<file path="src/rtl/cam_cfg_pkg.sv">
// rtl/cam_cfg_pkg.sv - shared types and constants for the camera config sequencer
//
// Purpose : state encoding, ROM marker defaults and ROM word field helpers
//           shared by cam_cfg_sequencer and its bench.
// Ports   : none (package).
package cam_cfg_pkg;

   typedef enum logic [2:0] {
      ST_IDLE   = 3'd0,
      ST_FETCH  = 3'd1,
      ST_DECODE = 3'd2,
      ST_ISSUE  = 3'd3,
      ST_WAIT   = 3'd4,
      ST_DELAY  = 3'd5,
      ST_DONE   = 3'd6,
      ST_ERROR  = 3'd7
   } cfg_state_t;

   localparam logic [15:0] END_MARK_DEF   = 16'hFFFF;
   localparam logic [15:0] DELAY_MARK_DEF = 16'hFFF0;

   // ROM word layout: {reg_addr, reg_data}
   localparam int ADDR_MSB = 15;
   localparam int DATA_MSB = 7;

   function automatic logic [7:0] word_reg_addr(input logic [15:0] w);
      return w[ADDR_MSB -: 8];
   endfunction

   function automatic logic [7:0] word_reg_data(input logic [15:0] w);
      return w[DATA_MSB -: 8];
   endfunction

endpackage

</file>
<file path="src/rtl/cfg_delay_timer.sv">
// rtl/cfg_delay_timer.sv - loadable down-counter with zero flag
//
// Purpose : counts down the wait inserted by a ROM delay marker.
// Ports   : i_sysclk/i_rstn clock and async active-low reset;
//           i_load/i_load_val load the count; i_dec decrements it
//           (saturating at 0); o_zero is high while the count is 0.
module cfg_delay_timer #(
   parameter int W = 22
) (
   input  logic         i_sysclk,
   input  logic         i_rstn,
   input  logic         i_load,
   input  logic [W-1:0] i_load_val,
   input  logic         i_dec,
   output logic         o_zero
);

   logic [W-1:0] count;

   always_ff @(posedge i_sysclk or negedge i_rstn) begin
      if (!i_rstn) begin
         count <= '0;
      end else if (i_load) begin
         count <= i_load_val;
      end else if (i_dec && (count != '0)) begin
         count <= count - 1'b1;
      end
   end

   assign o_zero = (count == '0);

endmodule

</file>
<file path="src/rtl/cam_cfg_sequencer.sv">
// rtl/cam_cfg_sequencer.sv - walks a camera register ROM into SCCB writes
//
// Purpose : on i_cfg_start, reads the register ROM entry by entry and issues
//           one SCCB write per entry, honouring delay and end markers and
//           retrying NACKed writes up to MAX_RETRY times.
// Ports   : i_sysclk, i_rstn (async active-low);
//           i_cfg_start            start request from system controller;
//           o_rom_addr, i_rom_data synchronous ROM (data one cycle after addr);
//           o_sccb_start/addr/data, i_sccb_ready/done/nack  SCCB master handshake;
//           o_cfg_busy/done/err    sequence status.
module cam_cfg_sequencer
   import cam_cfg_pkg::*;
#(
   parameter int          ROM_AW       = 8,
   parameter int          DELAY_CYCLES = 2_500_000,
   parameter int          MAX_RETRY    = 3,
   parameter logic [15:0] END_MARK     = END_MARK_DEF,
   parameter logic [15:0] DELAY_MARK   = DELAY_MARK_DEF
) (
   input  logic              i_sysclk,
   input  logic              i_rstn,
   input  logic              i_cfg_start,
   output logic [ROM_AW-1:0] o_rom_addr,
   input  logic [15:0]       i_rom_data,
   output logic              o_sccb_start,
   output logic [7:0]        o_sccb_addr,
   output logic [7:0]        o_sccb_data,
   input  logic              i_sccb_ready,
   input  logic              i_sccb_done,
   input  logic              i_sccb_nack,
   output logic              o_cfg_busy,
   output logic              o_cfg_done,
   output logic              o_cfg_err
);

   localparam int DLY_W = (DELAY_CYCLES > 1) ? $clog2(DELAY_CYCLES) : 1;
   localparam int RTY_W = (MAX_RETRY > 0) ? $clog2(MAX_RETRY + 1) : 1;
   localparam logic [DLY_W-1:0] DLY_LOAD  = DLY_W'(DELAY_CYCLES - 1);
   localparam logic [RTY_W-1:0] RETRY_MAX = RTY_W'(MAX_RETRY);

   cfg_state_t        state_q, state_d;
   logic [RTY_W-1:0]  retry_cnt;
   logic              is_end, is_delay, at_last, dly_zero, advance, take_start;

   assign is_end     = (i_rom_data == END_MARK);
   assign is_delay   = !is_end && (i_rom_data == DELAY_MARK);
   assign at_last    = (o_rom_addr == {ROM_AW{1'b1}});
   assign take_start = i_cfg_start &&
                       (state_q == ST_IDLE || state_q == ST_DONE || state_q == ST_ERROR);
   // An entry is finished either by an ACKed write or an expired delay.
   assign advance    = ((state_q == ST_WAIT) && i_sccb_done && !i_sccb_nack) ||
                       ((state_q == ST_DELAY) && dly_zero);

   cfg_delay_timer #(.W(DLY_W)) u_delay (
      .i_sysclk   (i_sysclk),
      .i_rstn     (i_rstn),
      .i_load     ((state_q == ST_DECODE) && is_delay),
      .i_load_val (DLY_LOAD),
      .i_dec      (state_q == ST_DELAY),
      .o_zero     (dly_zero)
   );

   always_ff @(posedge i_sysclk or negedge i_rstn) begin
      if (!i_rstn) state_q <= ST_IDLE;
      else         state_q <= state_d;
   end

   always_ff @(posedge i_sysclk or negedge i_rstn) begin
      if (!i_rstn) begin
         o_rom_addr  <= '0;
         o_sccb_addr <= '0;
         o_sccb_data <= '0;
         retry_cnt   <= '0;
      end else begin
         if (take_start) begin
            o_rom_addr <= '0;
            retry_cnt  <= '0;
         end
         if ((state_q == ST_DECODE) && !is_end && !is_delay) begin
            o_sccb_addr <= word_reg_addr(i_rom_data);
            o_sccb_data <= word_reg_data(i_rom_data);
         end
         if ((state_q == ST_WAIT) && i_sccb_done) begin
            if (!i_sccb_nack)                retry_cnt <= '0;
            else if (retry_cnt < RETRY_MAX)  retry_cnt <= retry_cnt + 1'b1;
         end
         // The last ROM slot finishes the sequence instead of wrapping.
         if (advance && !at_last) o_rom_addr <= o_rom_addr + 1'b1;
      end
   end

   always_comb begin
      state_d = state_q;
      case (state_q)
         ST_IDLE, ST_DONE, ST_ERROR: if (i_cfg_start) state_d = ST_FETCH;
         ST_FETCH:  state_d = ST_DECODE;
         ST_DECODE: begin
            if (is_end)        state_d = ST_DONE;
            else if (is_delay) state_d = ST_DELAY;
            else               state_d = ST_ISSUE;
         end
         ST_ISSUE:  if (i_sccb_ready) state_d = ST_WAIT;
         ST_WAIT: begin
            if (i_sccb_done) begin
               if (!i_sccb_nack)              state_d = at_last ? ST_DONE : ST_FETCH;
               else if (retry_cnt < RETRY_MAX) state_d = ST_ISSUE;
               else                           state_d = ST_ERROR;
            end
         end
         ST_DELAY:  if (dly_zero) state_d = at_last ? ST_DONE : ST_FETCH;
         default:   state_d = ST_IDLE;
      endcase
   end

   always_comb begin
      o_sccb_start = (state_q == ST_ISSUE) && i_sccb_ready;
      o_cfg_busy   = !(state_q == ST_IDLE || state_q == ST_DONE || state_q == ST_ERROR);
      o_cfg_done   = (state_q == ST_DONE);
      o_cfg_err    = (state_q == ST_ERROR);
   end

endmodule
</file>
<file path="config.mk">
export PLATFORM = sky130hd
export DESIGN_NAME = cam_cfg_sequencer
export DESIGN_NICKNAME = d
export VERILOG_FILES = /design/src/rtl/cam_cfg_pkg.sv /design/src/rtl/cfg_delay_timer.sv /design/src/rtl/cam_cfg_sequencer.sv
export SDC_FILE = /design/constraint.sdc
export NUM_CORES = 1
export LEC_CHECK = 0
export ABC_AREA = 1
export CORE_UTILIZATION = 45
export CTS_CLUSTER_DIAMETER = 40
export DETAILED_ROUTE_END_ITERATION = 10
export GPL_ROUTABILITY_DRIVEN = 0
export PLACE_DENSITY = 0.69
export SYNTH_ARGS = -nofsm -noshare
export SYNTH_HDL_FRONTEND = slang
export SYNTH_SLANG_ARGS = --single-unit
</file>
<file path="constraint.sdc">
create_clock -name i_sysclk -period 1.88 [get_ports i_sysclk]
set_input_delay 0.188 -clock i_sysclk [delete_from_list [all_inputs] [get_ports i_sysclk]]
set_output_delay 0.188 -clock i_sysclk [all_outputs]
set_load 0.005 [all_outputs]
</file>
# Word level (Yosys, flattened, before mapping)
# Index checks and enable logic that the tools add are counted.
[totals]
reg_bits = 51
inputBits = 22
output_inout_bits = 28
elab_cells = 68
[op_classes]
addsub = 3
order_cmp = 1
n_eq_ne = 14
mux = 18
reduce_logical = 26
[ops]
columns = ["op", "count"]
rows = [
  ["22-bit two-way mux", 2],
  ["16-bit equality test (second input constant)", 2],
  ["3-bit two-way mux", 9],
  ["22-bit logical NOT", 1],
  ["22-bit nonzero test", 1],
  ["22-bit by 1-bit subtractor with 22-bit output (second input constant)", 1],
  ["3-bit one-hot mux with 6 select lines", 1],
  ["8-bit two-way mux", 2],
  ["3-bit equality test (second input constant)", 4],
  ["1-bit logical AND", 11],
  ["8-bit by 1-bit adder with 8-bit output (second input constant)", 1],
  ["8-bit equality test (second input constant)", 1],
  ["2-bit two-way mux", 4],
  ["2-bit inequality test (second input constant)", 4],
  ["3-bit by 2-bit equality test with 1-bit output (second input constant)", 2],
  ["1-bit logical NOT", 5],
  ["4-bit AND reduction", 1],
  ["2-bit nonzero test", 2],
  ["3-bit by 1-bit equality test with 1-bit output (second input constant)", 1],
  ["3-bit logical NOT", 1],
  ["1-bit logical OR", 3],
  ["3-bit OR reduction", 1],
  ["2-bit by 1-bit adder with 2-bit output (second input constant)", 1],
  ["2-bit < comparator (second input constant)", 1],
]

# Logic depth before layout (Yosys ltp)
# Gate-level depths: netlist of run 1.
[depth]
word_depth = 8
ltp_mapped = 11
depth_no_buf = 10

# By module
# Synthesis of run 1 repeated with hierarchy kept, for this count alone.
[unflattened]
hier_cells = 480
area_unflattened_um2 = 3320.7
[modules_own_cells]
columns = ["mod", "instances", "cells_per_inst", "area_per_inst_um2", "seq_area_each_um2"]
rows = [
  ["cfg_delay_timer", 1, 254, 1686.6, 550.5],
  ["cam_cfg_sequencer", 1, 226, 1634.1, 725.7],
]

# Least setup slack after synthesis of run 1
# Ideal clock, no wire load.
[synth_timing]
path_type = "reg-to-reg"
from = "reg u_delay.count[0]"
to = "reg u_delay.count[11]"
setup_ns = 0.118
arrival_time_ns = 1.508
t_required_ns = 1.762
slack_ns = 0.255
stages_incl_launch_ff = 11
n_path_buf = 1
synth_period_minus_slack_ns = 1.625
path_cell_list = "dfrtp_1 -> inv_1 -> ha_1 -> nand2_2 -> nor2_4 -> nand3_4 -> nand2_4 -> nand2_8 -> inv_8 -> buf_12 -> o21ai_2"
[synth_between]
elab_chain_cells = 3
elab_cells_between_ends = 6
classes_between = "add/sub (1); mux (2); reduce/logical (3)"
[synth_rtl]
columns = ["item", "line_no", "source"]
rows = [
  ["from (decl)", "cfg_delay_timer.sv:18", "logic [W-1:0] count;"],
  ["from (signal assigned)", "cfg_delay_timer.sv:24", "count <= i_load_val;"],
  ["from (signal assigned)", "cfg_delay_timer.sv:26", "count <= count - 1'b1;"],
  ["22-bit by 1-bit subtractor with 22-bit output or 22-bit nonzero test (tied branches)", "cfg_delay_timer.sv:26, cfg_delay_timer.sv:25", ""],
  ["22-bit two-way mux or 1-bit logical AND (tied branches)", "cfg_delay_timer.sv:25", "end else if (i_dec && (count != '0)) begin"],
  ["22-bit two-way mux or 2-bit nonzero test (tied branches)", "--", ""],
]
# Several ways; a longest one is shown, not always the timed one. The select of a mux whose other input is x is not followed.
# A chain may end at the register's enable or synchronous reset.

# Worst setup path after layout of run 1
[layout_timing]
from = "reg state_q[1]"
to = "out o_cfg_busy"
[layout_between]
elab_chain_cells = 4
elab_cells_between_ends = 6
classes_between = "eq/ne (2); reduce/logical (4)"
[layout_rtl]
columns = ["item", "line_no", "source"]
rows = [
  ["from (decl)", "cam_cfg_sequencer.sv:41", "cfg_state_t state_q, state_d;"],
  ["from (signal assigned)", "cam_cfg_sequencer.sv:65", "else state_q <= state_d;"],
  ["3-bit equality test or 3-bit logical NOT (tied branches)", "cam_cfg_sequencer.sv:117", "o_cfg_busy = !(state_q == ST_IDLE || state_q == ST_DONE || state_q == ST_ERROR);"],
  ["1-bit logical OR", "cam_cfg_sequencer.sv:117", ""],
  ["1-bit logical OR *", "cam_cfg_sequencer.sv:117", ""],
  ["1-bit logical NOT *", "cam_cfg_sequencer.sv:117", ""],
  ["to (decl)", "cam_cfg_sequencer.sv:31", "output logic o_cfg_busy,"],
]
# Mark *: on every way between the ends. The rest lies on a longest branch, timed or not.

==> results of run 1 <==
==> layout make-up <==
class,instances,area (um2)
Sequential cell,51,1280
Timing Repair Buffer,63,606
Multi-Input combinational cell,328,1650
Inverter,70,270
Tap cell,96,120
Clock inverter,3,18.8
Clock buffer,5,68.8
Fill cell,636,2860
==> cells in the mapped netlist, types with 2 or more instances <==
| master | number |
|---|---|
| nand2_1 | 139 |
| inv_1 | 67 |
| dfrtp_1 | 51 |
| nor2_1 | 47 |
| nand3_1 | 38 |
| o21ai_0 | 32 |
| nand4_1 | 18 |
| nand2_2 | 11 |
| buf_2 | 5 |
| nor2_4 | 5 |
| a21oi_1 | 4 |
| nor2_2 | 4 |
| xnor2_1 | 4 |
| xor2_1 | 4 |
| ha_1 | 3 |
| nand2_4 | 3 |
| nand3_4 | 3 |
| inv_2 | 2 |
| o21ai_2 | 2 |
| or2_2 | 2 |
==> cells by family (layout without fill, tap and decap cells) <==
family                     after synthesis  count (layout)  synth area share, %
buffers and inverters                   77             141                 9.85
AOI/OAI and AO/OA                       41              41                 6.80
and+or+nand+nor                        276             276                 40.6
DFF                                     51              51                 39.4
adders and majority gates                3               3                 1.16
xor gates and xnor gates                 8               8                 2.16
==> metrics by stage <==
step / total power [mW] / hold slack (ns) / TNS (ns) / util (%) / instances
after detailed placement: 3.31 / 0.176 / 0 / 56.5 / 604
after floorplan: 2.54 / -0.108 / 0 / - / 456
after global placement: 3.28 / 0.184 / 0 / 56.5 / 604
final: 3.97 / 0.364 / 0 / 58.4 / 616
after CTS: 3.98 / 0.383 / 0 / 58.0 / 613
after global routing: 4.30 / 0.403 / -0.0570 / 58.4 / 616
==> critical path: cells and delay by family, from the launching register on <==
| kind | cells | cell delay, ns |
|---|---|---|
| buf+inv | 3 | 0.63 |
| compound gates | 1 | 0.16 |
| simple gates | 1 | 0.09 |
| flops | 1 | 0.46 |
==> placed cells by master (no fill, tap or decap), types with 2 or more instances in the layout <==
cell type / count
nand2_1: 139
inv_1: 66
dfrtp_1: 50
clkdlybuf4s50_1: 48
nor2_1: 46
nand3_1: 38
o21ai_0: 31
nand4_1: 18
buf_4: 12
nand2_2: 11
nor2_2: 5
nor2_4: 5
clkbuf_8: 5
a21oi_1: 4
xnor2_1: 4
xor2_1: 4
inv_2: 3
o21ai_2: 3
nand3_4: 3
nand2_4: 3
ha_1: 3
or2_2: 2
clkinv_2: 2
==> sequential cells by signal, summed over array words and instances (netlist names) <==
name	count
o_sccb_data	8
o_sccb_addr	8
state_q	3
o_rom_addr	8
retry_cnt	2
u_delay.count	22
==> repair_timing <==
| item | CTS | global route |
|---|---|---|
| gates resized for setup | 4 | 1 |
| buffers inserted | 0 | 3 |
| setup endpoints to repair | 2 | 5 |
| hold buffers | 1 | 0 |
| hold endpoints to repair | 20 | 0 |
| pin swaps | 0 | 0 |
==> where the power goes <==
part	total [mW]	switching, mW	internal [mW]
Clock	0.636	0.373	0.263
Combinational	1.73	0.908	0.819
Sequential	1.61	0.225	1.38
==> path summary, 6_finish.rpt <==
| check | endpoint | slack, ns | cells past startpoint |
|---|---|---|---|
| hold reg to reg | o_sccb_addr[2] | 0.49 | 2 |
| setup reg to reg | state_q[2] | 0.18 | 10 |
| max in group asynchronous | u_delay.count[13] | 0.92 | 3 |
| hold / removal | o_sccb_data[4] | 0.36 | 2 |
| setup / recovery | o_cfg_busy | 0.04 | 5 |
| min in group i_sysclk | o_sccb_addr[2] | 0.45 | 3 |
==> metal layers <==
metal / vias to the layer above / part of all wire, % / GRT usage, %
met5: - / 0 / 0
met4: 0 / 1.8 / 7.58
met3: 10 / 2.8 / 3.24
met2: 40 / 47 / 33.6
met1: 1333 / 48 / 27.1
li1: 1562 / - / -
==> results.txt, run 1 <==
Setup ws final - 0.0398 ns
Setup Skew - 0.00423 ns
Hold Path Class - primary input to async pin
Worst Setup SP - state_q[1]
Boundary Pins - 50
Buffers added on ports - 49
Setup-failing EPs final - 0
Worst slew pin tran - 0.469 ns
Fin. max-slew vios - 0
Final net count - 544
Slew HR - 68.7%
Starting density of the core - 47.1%
R2R Path Start - u_delay.count[0]
WP data required - 1.69 ns
Post-Syn Area per Cell - 7.10 um2
First-pass DRT Iterations - 4
Via density per instance - 4.78
Final Hold Vio Count - 0
TritonCTS Sinks - 51
TritonCTS clock tree - built
DRT iter0 DRCs - 150
CTS buffer count - 5
Row count - 30
Post-Synthesis Cells - 456
CTS H-tree depth - 2
Largest net degree at the start of global routing - 33
EDFF count, synth - 0
Die Y - 86.8 um
Leakage - 2.04 nW
Die W - 86.8 um
Kind of end point of the critical path - output pin
Peak supply drop - 0.592 mV
Post-layout min period - 1.84 ns
Status - finished clean
First-pass GRT wire length - 12200 um
Synthesized area - 0.00324 mm2
Clk Latency, worst-skew pair - 0.31 ns
Dpl ws - 0.0500 ns
FF+latch count, synth - 51
Area contributors post-synth - dfrtp_1, nand2_1, inv_1, nand3_1, nor2_1
GRT Overall Usage - 20.4%
Post-DR wirelength/cell - 11.5 um
Worst path max stage delay - 0.46 ns
Post-route cell area - 0.00401 mm2
Initial antenna violation count - 0
Max Fclk - 543 MHz
Vias in the first global route - 2774
Fraction of layout cells with a size suffix above 1 - 11.9%
RSZ-0062 raised after global routing - true
Global route total overflow - 0
Post-DP Area - 0.00388 mm2
Crit path cell chain - inv_1 > nand2_1 > o21ai_2 > inv_1 > clkdlybuf4s50_1
Maxcap violations - 0
Tcrit/Tclk final - 97.9%
Register area share after synthesis - 39.4%
Ys async rst share - 100%
Syn Nets - 481
Deepest clock path buffer count - 2
Worst-path fanout max - 5
Final ANT Viol Nets - 0
CORE AREA - 0.00687 mm2
Critical path class - flip-flop to output pin
Clock-pin slew on the worst setup and hold paths - 0.09 ns
Slowest stage cell, crit path - dfrtp_2
Synth cell types - 32
Crit start category - flip-flop
Routed vias - 2945
Worst Path Arrival - 1.65 ns
Total die area - 0.00754 mm2
Drc violations - 0
ANT cells - 0
Synth-to-Final Area Change - 23.8%
Leading area contributor after synthesis - dfrtp_1
Power per Cell Area - 991 mW/mm2
Hpwl dp - 5390 um
Cell mode on critical path - inv_1
Number of warnings issued by yosys - 0
WL final - 7090 um
Area share of the largest cell type after synthesis - 39.4%
Top_reg_cell synth - dfrtp_1
Root buf cell - clkbuf_8
Power figures use the tool's default switching activity.
==> run 2: changes to the inputs <==
ABC_AREA = 0   (was 1)
PLACE_DENSITY = 0.7   (was 0.69)
==> results.txt, run 2 <==
Ys async rst share - 100% (unchanged)
Total die area - 0.00642 mm2 (-15%)
WL final - 9010 um (+27%)
Area share of the largest cell type after synthesis - 46.5% (+7.1 points)
Most common cell in the synthesized netlist - dfrtp_1
Boundary Pins - 50 (unchanged)
Leading area contributor after synthesis - dfrtp_1
Post-Synthesis Cells - 272 (-40%)
Non-Filler Instances - 490 (-20%)
Delay-heaviest family, CP - simple AND/OR/NAND/NOR gates
CORE AREA - 0.00589 mm2 (-14%)
Max reg flops - 22 (unchanged)
Starting density of the core - 46.6% (-0.50 points)
Internal - 3.13 mW (+27%)
Kind of end point of the critical path - flip-flop
Row count - 28 (-6.7%)
Tcrit/Tclk final - 117% (+19 points)
Status - finished, violations left
Final ANT Viol Nets - 0 (unchanged)
Most common cell after layout, fill and taps aside - buf_4
First-pass GRT wire length - 13500 um (+11%)
Top sig layer - met4
WP buf/inv - 0 (-3)
Via density per instance - 5.88 (+23%)
Global route total overflow - 0 (unchanged)
Peak supply drop - 0.970 mV (+64%)
Most flop-heavy register - u_delay.count
Synthesized area - 0.00275 mm2 (-15%)
RSZ-0062 raised after global routing - true
Commonest cells after routing, fill and taps aside - buf_4, dfrtp_1, clkdlybuf4s50_1
Final net count - 439 (-19%)
Post-DP Area - 0.00392 mm2 (+0.87%)
Post-Syn Area per Cell - 10.1 um2 (+42%)
Clock Power Share - 15.3% (-0.7 points)
First-pass DRT Iterations - 4 (unchanged)
Buffers added on ports - 49 (unchanged)
Post-DR wirelength/cell - 18.4 um (+60%)
Drc violations - 0 (unchanged)
Area contributors post-synth - dfrtp_1, mux2_2, nand2_1, nor2_1, nand3_1
EDFF count, synth - 0 (unchanged)
Number of warnings issued by yosys - 0 (unchanged)
Maxcap violations - 0 (unchanged)
Failing checks - setup timing
Top_reg_cell synth - dfrtp_1
CTS H-tree depth - 2 (unchanged)
Placed Instances - 458 (-24%)
Setup-failing EPs final - 33 (+33)
Power per Cell Area - 1020 mW/mm2 (+2.5%)
Syn Nets - 297 (-38%)
Critical path class - flip-flop to flip-flop
Flop pwr share - 34.3% (-6.2 points)
Switch Pwr - 1.51 mW (about the same)
Sw Ratio - 32.5% (-5.4 points)
Crit path cell chain - or4_4 > or3_4 > or4_4 > nor3_4 > mux2i_1
Post-layout min period - 2.20 ns (+0.357 ns)
Die W - 80.1 um (-7.7%)
ANT cells - 0 (unchanged)
Slowest stage cell, crit path - or4_4
Gate power share - 50.5% (+7.0 points)
Fin. max-slew vios - 0 (unchanged)
R2R Path Start - u_delay.count[11]
GRT Overall Usage - 27.7% (+7.2 points)
CTS buffer count - 5 (unchanged)
Hold Path Class - primary input to async pin
Worst path max stage delay - 0.52 ns (+0.06 ns)
Die Y - 80.1 um (-7.7%)
Routed vias - 2882 (-2.1%)
TritonCTS clock tree - built
Largest net degree at the start of global routing - 30 (-9.1%)
Met3 Routed Length - 453 um (+130%)
Worst slew pin tran - 0.593 ns (+0.124 ns)
Clk Latency, worst-skew pair - 0.31 ns (about the same)
Synth cell types - 53 (+66%)
Fraction of layout cells with a size suffix above 1 - 42.4% (+30 points)
Commonest cells in the netlist - dfrtp_1, nand2_1, nor2_1, mux2_2, nand3_1
TritonCTS Sinks - 51 (unchanged)
Met1 wire length - 3700 um (+8.5%)
Slew HR - 60.1% (-8.6 points)
Worst-path fanout max - 2 (-3)
Clock-pin slew on the worst setup and hold paths - 0.09 ns (about the same)
Setup ws final - -0.317 ns (-0.357 ns)
Cell mode on critical path - or4_4
Register area share after synthesis - 46.5% (+7.1 points)
Worst Path Arrival - 2.43 ns (+0.78 ns)
Crit start category - flip-flop
Leakage - 1.92 nW (-5.8%)
Post-layout power - 4.63 mW (+17%)
Root buf cell - clkbuf_8
Post-route cell area - 0.00457 mm2 (+14%)
Deepest clock path buffer count - 2 (unchanged)
DRT iter0 DRCs - 240 (+60%)
Fill cells - 385 (-39%)
Initial antenna violation count - 0 (unchanged)
Setup Skew - 0.00832 ns (+0.00408 ns)
Worst Setup SP - u_delay.count[11]
Synth-to-Final Area Change - 66.3%
Max Fclk - 455 MHz (-16%)
Vias in the first global route - 2839 (+2.3%)
Final Hold Vio Count - 0 (unchanged)
FF+latch count, synth - 51 (unchanged)
WP data required - 2.11 ns (+0.42 ns)
Met2 wire length - 4550 um (+35%)
Hpwl dp - 5360 um (-0.65%)
==> run 2: final timing paths <==
check	endpoint	slack, ns	cells after the start
min reg2reg	o_sccb_addr[2]	0.51	1
max in group asynchronous	o_sccb_data[0]	0.93	3
min in group i_sysclk	o_sccb_addr[2]	0.51	1
max reg2reg	u_delay.count[15]	-0.32	5
min	o_rom_addr[2]	0.39	2
max	u_delay.count[15]	-0.32	5
==> run 2: final cells by class <==
class                   instances  area [um2]  area share (%)
flip-flops and latches         51        1280            28.0
inverters                       7        26.3           0.575
well taps                      75        93.8            2.06
repair buffers                144        1330            29.0
multi-input cells             205        1740            38.2
clock buffers                   8         100            2.19
==> run 2: worst reg2reg max path, delay by kind of cell (launching register included) <==
family | cells | cell delay, ns
multiplexers | 1 | 0.20
flip-flops | 1 | 0.40
AND/OR/NAND/NOR | 4 | 1.52
==> run 2: routing by layer <==
layer | vias up | GRT usage [%]
met5 | - | 0
li1 | 1319 | -
met1 | 1419 | 34.9
met2 | 111 | 45.2
met4 | 0 | 11.6
met3 | 33 | 6.70
==> run 2: logic make-up (layout without fill, tap and decap cells) <==
| logic type | Yosys count | in the layout | share of synthesized area, % |
|---|---|---|---|
| AO/OA/AOI/OAI | 57 | 57 | 14.3 |
| XOR/XNOR | 9 | 9 | 2.87 |
| adder cells (fa/ha/maj) | 3 | 3 | 1.37 |
| buffers and inverters | 16 | 159 | 2.51 |
| flip-flops | 51 | 51 | 46.5 |
| multiplexers | 22 | 22 | 8.80 |
| AND/OR/NAND/NOR | 114 | 114 | 23.7 |
==> run 2: repair_timing <==
action,4_1_cts,5_1_grt
resized for setup,51,32
hold buffers,1,0
setup endpoints to repair,35,53
pin swaps,22,21
gates cloned,2,0
endpoints found under the hold margin,22,0
buffers inserted,13,9
==> run 2: power by group through the flow <==
stage	Sequential (mW)	Clock (mW)	Combinational [mW]
final	1.59	0.708	2.34
after global routing	1.62	0.757	2.55
after CTS	1.59	0.715	2.23
after detailed placement	1.60	0	2.01
after global placement	1.59	0	1.97
after floorplan	1.60	0	0.932
==> run 2: metrics by stage <==
step	TNS (ns)	worst slack (ns)	utilization, %	hold WS [ns]
2_1_floorplan	-4.20	-0.283	-	-0.108
3_3_place_gp	-4.59	-0.228	66.5	0.201
3_5_place_dp	-5.49	-0.252	66.5	0.211
4_1_cts	-4.20	-0.274	74.3	0.412
5_1_grt	-8.79	-0.409	77.6	0.442
6_report	-6.56	-0.317	77.6	0.387
==> run 3: changes to the inputs <==
CORE_MARGIN = 5   (was unset)
REMOVE_ABC_BUFFERS = 1   (was unset)
==> results.txt, run 3 (synthesis gave the netlist of run 2 again) <==
First-pass GRT wire length - 13700 um (+0.87%)
CORE AREA - 0.00592 mm2 (+0.60%)
Most flop-heavy register - u_delay.count
Sum Neg Setup Slack - -7.02 ns (-0.462 ns)
Final ANT Viol Nets - 0 (unchanged)
GRT Overall Usage - 22.2% (-5.5 points)
Synth-to-Final Area Change - 58.9%
Boundary Pins - 50 (unchanged)
Setup ws final - -0.363 ns (-0.0456 ns)
Worst slew pin tran - 0.798 ns (+0.205 ns)
Row count - 28 (unchanged)
Clk Latency, worst-skew pair - 0.31 ns (about the same)
Max Fclk - 446 MHz (-2.0%)
Deepest clock path buffer count - 2 (unchanged)
Clock-pin slew on the worst setup and hold paths - 0.10 ns (about the same)
DRT iter0 DRCs - 161 (-33%)
TritonCTS Sinks - 51 (unchanged)
Die W - 88.1 um (+10%)
Non-Filler Instances - 480 (-2.0%)
Hpwl dp - 5540 um (+3.5%)
Hold Path Class - primary input to async pin
Buffers added on ports - 49 (unchanged)
Routed vias - 2737 (-5.0%)
Most common cell after layout, fill and taps aside - buf_4
Largest net degree at the start of global routing - 52 (+73%)
Leakage - 1.84 nW (-4.3%)
Post-DR wirelength/cell - 17.2 um (-6.6%)
Max reg flops - 22 (unchanged)
Kind of end point of the critical path - flip-flop
Via density per instance - 5.70 (-3.1%)
Post-layout min period - 2.24 ns (+0.0456 ns)
Status - finished, violations left
Setup-failing EPs final - 33 (unchanged)
Failing checks - hold timing, setup timing
Total die area - 0.00776 mm2 (+21%)
Final Hold Vio Count - 25 (+25)
Hold_ws - -0.0248 ns (-0.412 ns)
Worst-path fanout max - 3 (+1)
CTS buffer count - 5 (unchanged)
CTS H-tree depth - 2 (unchanged)
Commonest cells after routing, fill and taps aside - buf_4, dfrtp_1, clkdlybuf4s50_1
ANT cells - 0 (unchanged)
WP data required - 2.11 ns (about the same)
Root buf cell - clkbuf_8
Drc violations - 0 (unchanged)
Maxcap violations - 0 (unchanged)
Setup Skew - 0.0124 ns (+0.00412 ns)
Global route total overflow - 0 (unchanged)
Critical path class - flip-flop to flip-flop
Die Y - 88.1 um (+10%)
Fraction of layout cells with a size suffix above 1 - 41.0% (-1.4 points)
Placed Instances - 463 (+1.1%)
Peak supply drop - 0.821 mV (-15%)
Crit start category - flip-flop
First-pass DRT Iterations - 4 (unchanged)
Fin. max-slew vios - 0 (unchanged)
Post-layout power - 4.44 mW (-4.3%)
Hold_buf cts - 0 (-1)
Initial antenna violation count - 0 (unchanged)
Final net count - 429 (-2.3%)
Vias in the first global route - 2926 (+3.1%)
Power per Cell Area - 1020 mW/mm2 (+0.19%)
Slew HR - 46.2% (-14 points)
Starting density of the core - 46.4% (-0.28 points)
Worst Path Arrival - 2.47 ns (+0.04 ns)
TritonCTS clock tree - built
RSZ-0062 raised after global routing - true
Dpl ws - -0.402 ns (-0.151 ns)
WL final - 8250 um (-8.5%)
Tcrit/Tclk final - 119% (+2.4 points)
run 3: changes by cell type in the layout (fill, tap and decap cells not counted), sizes merged:
cell,before,now
dlymetal6s2s,2,1
buf,95,86
clkbuf,8,5
dlygate4sd3,1,0
clkinv,0,1
dlygate4sd2,1,2
clkinvlp,0,2
run 3: worst max-delay path, cell delays in order, from the launching register on:
cell and delay, ns:
dfrtp_1 0.40, or4_4 0.55, or3_4 0.35, or4_4 0.50
nor3_4 0.14, mux2i_1 0.23
run 3: area by class of cell:
class	instances	area, um2
timing repair buffer	134	1190
inverter	7	26.3
clock buffer	5	68.8
fill	410	1560
tap	75	93.8
clock inverter	3	20.0
sequential	51	1280
multi-input combinational	205	1690
run 3: what timing repair did:
item | CTS | global route
gates cloned | 1 | 0
pin swaps | 25 | 26
setup endpoints to repair | 36 | 35
buffers inserted | 7 | 5
gates resized for setup | 61 | 27
endpoints found under the hold margin | 0 | 0
run 3: layer usage:
layer | vias to the layer above | track usage [%] | routed length [um]
met5 | - | 0 | 0
met4 | 0 | 7.01 | 96
met3 | 9 | 6.87 | 634
met2 | 91 | 36.6 | 4040
met1 | 1339 | 27.9 | 3480
li1 | 1298 | - | -
run 3: where the power goes:
part / switching, mW / leakage (nW) / internal, mW
sequential: 0.178 / 0.583 / 1.39
combinational: 0.925 / 1.21 / 1.29
clock: 0.385 / 0.0402 / 0.260
run 3: through the flow:
step / util [%] / cell area [um2]
after global placement: 65.3 / 3860
after global routing: 73.7 / 4360
after floorplan: - / 2700
after detailed placement: 65.3 / 3860
final: 73.7 / 4360
after CTS: 71.6 / 4240
run 3: final timing paths:
path	slack [ns]	depth (start not counted)	from	endpoint
max	-0.36	5	u_delay.count[9]	u_delay.count[15]
min	-0.02	2	i_rstn	u_delay.count[21]
max reg2reg	-0.36	5	u_delay.count[9]	u_delay.count[15]
min reg2reg	0.51	1	o_sccb_data[4]	o_sccb_data[4]
max in group asynchronous	1.45	2	i_rstn	o_rom_addr[4]
min in group i_sysclk	0.51	2	i_rom_data[15]	o_sccb_addr[7]
